<file path="config.mk">
export PLATFORM = sky130hd
export DESIGN_NAME = alu
export DESIGN_NICKNAME = d
export VERILOG_FILES = /design/src/rtl/alu_pkg.sv /design/src/rtl/alu_shifter.sv /design/src/rtl/alu.sv
export SDC_FILE = /design/constraint.sdc
export NUM_CORES = 1
export LEC_CHECK = 0
export BUFFER_PORTS_ARGS = -buffer_cell sky130_fd_sc_hd__clkbuf_2
export CORE_MARGIN = 2
export CORE_UTILIZATION = 55
export DETAILED_ROUTE_END_ITERATION = 12
export PLACE_DENSITY = 0.77
export SYNTH_ARGS = -nofsm -noshare
export SYNTH_HDL_FRONTEND = slang
export SYNTH_SLANG_ARGS = --single-unit
</file>
<file path="constraint.sdc">
create_clock -name vclk -period 6.4
set_clock_uncertainty 0.1 [all_clocks]
set_input_delay 0.64 -clock vclk [all_inputs]
set_output_delay 0.64 -clock vclk [all_outputs]
set_load 0.02 [all_outputs]
</file>
<file path="src/rtl/alu_pkg.sv">
// Shared opcode constants and helpers for the RV32I integer ALU.
// Opcode encoding is {funct3, funct7[5]}.
package alu_pkg;

  localparam logic [3:0] ALU_ADD  = 4'b0000;
  localparam logic [3:0] ALU_SUB  = 4'b0001;
  localparam logic [3:0] ALU_XOR  = 4'b1000;
  localparam logic [3:0] ALU_OR   = 4'b1100;
  localparam logic [3:0] ALU_AND  = 4'b1110;
  localparam logic [3:0] ALU_SLL  = 4'b0010;
  localparam logic [3:0] ALU_SRL  = 4'b1010;
  localparam logic [3:0] ALU_SRA  = 4'b1011;
  localparam logic [3:0] ALU_SLT  = 4'b0100;
  localparam logic [3:0] ALU_SLTU = 4'b0110;

  // Compares reuse the adder in subtract mode.
  function automatic logic needs_sub(
    input logic [3:0] sel
  );
    return (sel == ALU_SUB) ||
           (sel == ALU_SLT) ||
           (sel == ALU_SLTU);
  endfunction

  function automatic logic [31:0] bit_rev(
    input logic [31:0] v
  );
    logic [31:0] r;
    for (int i = 0; i < 32; i++) begin
      r[i] = v[31-i];
    end
    return r;
  endfunction

endpackage

</file>
<file path="src/rtl/alu_shifter.sv">
// Single barrel shifter for SLL, SRL and SRA.
// Left shifts reuse the right-shift stages via bit reversal.
module alu_shifter
  import alu_pkg::*;
(
  input  logic [31:0] data,
  input  logic [4:0]  amount,
  input  logic        left,
  input  logic        arith,
  output logic [31:0] result
);

  logic        fill;
  logic [31:0] s0;
  logic [31:0] s1;
  logic [31:0] s2;
  logic [31:0] s3;
  logic [31:0] s4;
  logic [31:0] s5;

  // Log-depth right shifter; sign fill only for SRA.
  always_comb begin
    fill = arith & ~left & data[31];
    s0 = left ? bit_rev(data) : data;
    s1 = amount[0] ?
      {{1{fill}}, s0[31:1]} : s0;
    s2 = amount[1] ?
      {{2{fill}}, s1[31:2]} : s1;
    s3 = amount[2] ?
      {{4{fill}}, s2[31:4]} : s2;
    s4 = amount[3] ?
      {{8{fill}}, s3[31:8]} : s3;
    s5 = amount[4] ?
      {{16{fill}}, s4[31:16]} : s4;
    result = left ? bit_rev(s5) : s5;
  end

endmodule

</file>
<file path="src/rtl/alu.sv">
// RV32I integer ALU: add/sub, logic, shifts, compares, zero flag.
// Define ALU_OUT_REG_EN for a registered (1-cycle) output.
module alu
  import alu_pkg::*;
(
  input  logic        clk,
  input  logic        rst,
  input  logic [31:0] in_data1,
  input  logic [31:0] in_data2,
  input  logic [3:0]  in_select,
  output logic [31:0] out_data,
  output logic        out_zero
);

  logic        sub_mode;
  logic [31:0] b_op;
  logic [32:0] sum;
  logic        lt_s;
  logic        lt_u;
  logic        sh_left;
  logic        sh_arith;
  logic [31:0] sh_res;
  logic [31:0] res;
  logic        res_zero;

  // One adder: B inverted plus carry-in for SUB and compares.
  always_comb begin
    sub_mode = needs_sub(in_select);
    b_op = sub_mode ? ~in_data2 : in_data2;
    sum = {1'b0, in_data1} +
          {1'b0, b_op} +
          {32'b0, sub_mode};
  end

  // Compares from the subtract: no carry out means A < B.
  always_comb begin
    lt_u = ~sum[32];
    lt_s = (in_data1[31] ^ in_data2[31]) ?
      in_data1[31] : sum[31];
  end

  // Shifter control from the opcode.
  always_comb begin
    sh_left  = (in_select == ALU_SLL);
    sh_arith = (in_select == ALU_SRA);
  end

  alu_shifter u_shifter (
    .data   (in_data1),
    .amount (in_data2[4:0]),
    .left   (sh_left),
    .arith  (sh_arith),
    .result (sh_res)
  );

  // Result select; unused opcodes give zero.
  always_comb begin
    res = 32'h0;
    unique case (in_select)
      ALU_ADD,
      ALU_SUB:  res = sum[31:0];
      ALU_XOR:  res = in_data1 ^ in_data2;
      ALU_OR:   res = in_data1 | in_data2;
      ALU_AND:  res = in_data1 & in_data2;
      ALU_SLL,
      ALU_SRL,
      ALU_SRA:  res = sh_res;
      ALU_SLT:  res = {31'b0, lt_s};
      ALU_SLTU: res = {31'b0, lt_u};
      default:  res = 32'h0;
    endcase
    res_zero = (res == 32'h0);
  end

`ifdef ALU_OUT_REG_EN
  // Output register; reset wins over capture.
  always_ff @(posedge clk) begin
    if (rst) begin
      out_data <= 32'h0;
      out_zero <= 1'b1;
    end else begin
      out_data <= res;
      out_zero <= res_zero;
    end
  end
`else
  logic unused_clk_rst;
  assign unused_clk_rst = clk ^ rst;
  assign out_data = res;
  assign out_zero = res_zero;
`endif

endmodule

</file>
==> results.yml <==
sta:
  setup_viol: 0
  fin_setup_tns_ps: 0
  relSlewSlack_pct: 24.14
  finalHoldViolations: 0
  worstMarginPinSlew_ps: 1109
  max_freq_mhz: 163.5
  slew_viol_final: 0
  min_period_ps: 6116
  rsz0062_at_grt: "false"
  fin_crit_sh_pct: 95.56
worst_setup_path:
  cp-end-kind: "output pin"
  path_class: "input pin to output pin"
  start_kind: "input pin"
  crit_arrival_ps: 5380
  critPathRequiredTime_ps: 5660
  cp_max_fo: 16
cts:
  cts_resized: 0
  cts_hold_buf: 0
  post_cts_buffers: 0
die:
  coreArea_um2: 13190
  die_x_um: 119.9
  start_util_pct: 56.04
  rows: 42
  pin_count: 103
  die_area_um2: 14380
  dieHeight_um: 119.9
place:
  portBuffers: 101
  place.gp.congestion: 1.052
  hpwl_mm: 26.03
yosys:
  avgSynthCellArea_um2: 6.600
  syn_inst: 1120
  netlist_area_um2: 7392
  synth_cell_types: 73
  syn_nets: 1287
  seq_area_frac_synth_pct: 0
  yosys_warnings: 0
final_layout:
  numSequentialCells: 0
  layout-drive-gt1-share_pct: 14.55
  final_nets: 1351
  finalCoreUtilization_pct: 61.61
  clock_buffers: 0
  seq_area_um2: 0
  fillers: 1347
  n_antenna_cell: 0
  syn_to_final_growth_pct: 9.936
power:
  p_seq_share_pct: 0
  combPwrFrac_pct: 100.0
  peakVddDrop_v: 0.00007293
  power_frac_clock_pct: 0
  power_switching_uw: 566.9
  swShare_pct: 64.82
  power_density_nw_per_um2: 107.6
  p_leak_uw: 0.003795
  p_int_uw: 307.7
run:
  max-cap-violations: 0
global_routing:
  overflow: 0
  grt_max_degree: 42
  grt_usage_pct: 44.54
  antenna_found_initial: 0
  grt_pass1_wl_mm: 50.35
  grt_pass1_vias: 8750
drt:
  wire_per_inst_um: 24.53
  drc: 0
  vias_per_cell: 7.162
  drt_iter0_drc: 1646
  first_pass_iters: 6
  antenna_left: 0
  num_vias: 9726
  wl_mm: 33.32
min_path:
  min_path_cells: 5
  hold_start: "in_data2[14]"
  holdPathEnd: "out_data[14]"
  hold_class: "input pin to output pin"
run_status:
  status: "completed"
==> cell families (layout without fill, tap and decap cells) <==
| logic type | Yosys count | count (layout) | share of synthesized area (%) |
|---|---|---|---|
| simple gates | 369 | 369 | 23.46 |
| buf+inv | 150 | 212 | 7.904 |
| xor+xnor | 57 | 57 | 6.754 |
| fa+ha+maj | 97 | 97 | 16.52 |
| mux | 69 | 69 | 10.83 |
| compound gates | 378 | 378 | 34.53 |
==> power by group through the flow <==
| stage | logic, µW | registers [µW] | clock network (µW) |
|---|---|---|---|
| after floorplan | 561 | 0 | 0 |
| after global placement | 829 | 0 | 0 |
| after detailed placement | 835 | 0 | 0 |
| after CTS | 839 | 0 | 0 |
| after global routing | 929 | 0 | 0 |
| final | 875 | 0 | 0 |
==> cells in the mapped netlist, drive strengths merged, types with 12 or more instances <==
library cell	instances	share of area, %
nand2	121	6.1
nor2	104	5.3
ha	96	16
a21oi	80	5.4
o21ai	77	5.2
inv	71	3.6
clkbuf	59	3.0
mux2i	53	7.2
xnor2	43	5.1
nor3	36	2.4
a221oi	27	3.2
nand3	25	1.7
o211ai	20	2.0
a31oi	19	1.6
a21o	18	1.8
buf	18	1.2
nand2b	17	1.4
a211oi	16	1.6
nand4	14	1.2
xor2	14	1.7
o22ai	13	1.1
a22oi	12	1.2
==> metrics by stage <==
stage	power [µW]	hold WS (ps)	instances	worst slack [ps]	instance area, µm²
floorplan	561.0	1540	1120	393.8	7392
global placement	829.1	1790	1358	374.3	8127
detailed placement	835.0	1795	1358	404.1	8127
CTS	839.4	1799	1358	373.7	8127
global route	928.6	1859	1358	40.15	8127
finish	874.6	1798	1358	284.1	8127
==> area by class of cell <==
| cell class | count | area [µm²] | area share (%) |
|---|---|---|---|
| Tap cell | 176 | 220.2 | 2.710 |
| Timing Repair Buffer | 139 | 803.3 | 9.885 |
| Inverter | 73 | 274.0 | 3.372 |
| Multi-Input combinational cell | 970 | 6829 | 84.03 |
==> critical path: stages <==
cell and delay [ps]:
clkbuf_2 200, nor3b_1 310, nor2_1 120, nor2_4 250
buf_4 350, xnor2_1 160, ha_1 310, a21o_1 220
a221oi_1 280, o31ai_1 190, o31ai_1 360, o21ai_0 150
o21ai_0 110, xor2_1 200, o21ai_0 190, nor4_1 350
or4b_1 510, nor4_2 230, clkbuf_2 200
==> metal layers <==
layer | track usage (%) | vias up | wire [µm]
li1 | - | 4330 | -
met1 | 61.30 | 4488 | 13150
met2 | 67.58 | 758 | 14110
met3 | 8.127 | 150 | 4261
met4 | 19.26 | 0 | 1800
met5 | 0 | - | 0
==> cell usage in the layout (no fill, tap or decap), types with 9 or more instances in the layout <==
master    count
clkbuf_2    101
xnor2_1      43
a21oi_1      80
buf_4        37
inv_1        70
a221oi_1     27
nand3_1      25
o32ai_1       9
o22ai_1      13
mux2i_1      53
a31oi_1      19
a21o_1       18
o21bai_1      9
nor3_1       35
xor2_1       14
nor4_1        9
o211ai_1     20
nand2b_1     17
ha_1         96
a211oi_1     16
a221o_1      10
o221ai_1     10
nand4_1      14
nand2_1     121
a22oi_1      12
nor2_1      101
o21ai_0      74
o31ai_1      10
==> worst max-delay path by stage <==
stage / startpoint / to / slack, ps / cells after the start
2_1_floorplan: in_select[2] / out_zero / 390 / 18
3_3_place_gp: in_select[2] / out_zero / 370 / 19
3_5_place_dp: in_select[2] / out_zero / 400 / 19
4_1_cts: in_select[2] / out_zero / 370 / 19
5_1_grt: in_select[2] / out_zero / 40 / 19
6_report: in_select[2] / out_zero / 280 / 19
Note: power is estimated with default switching activity, not from simulation.
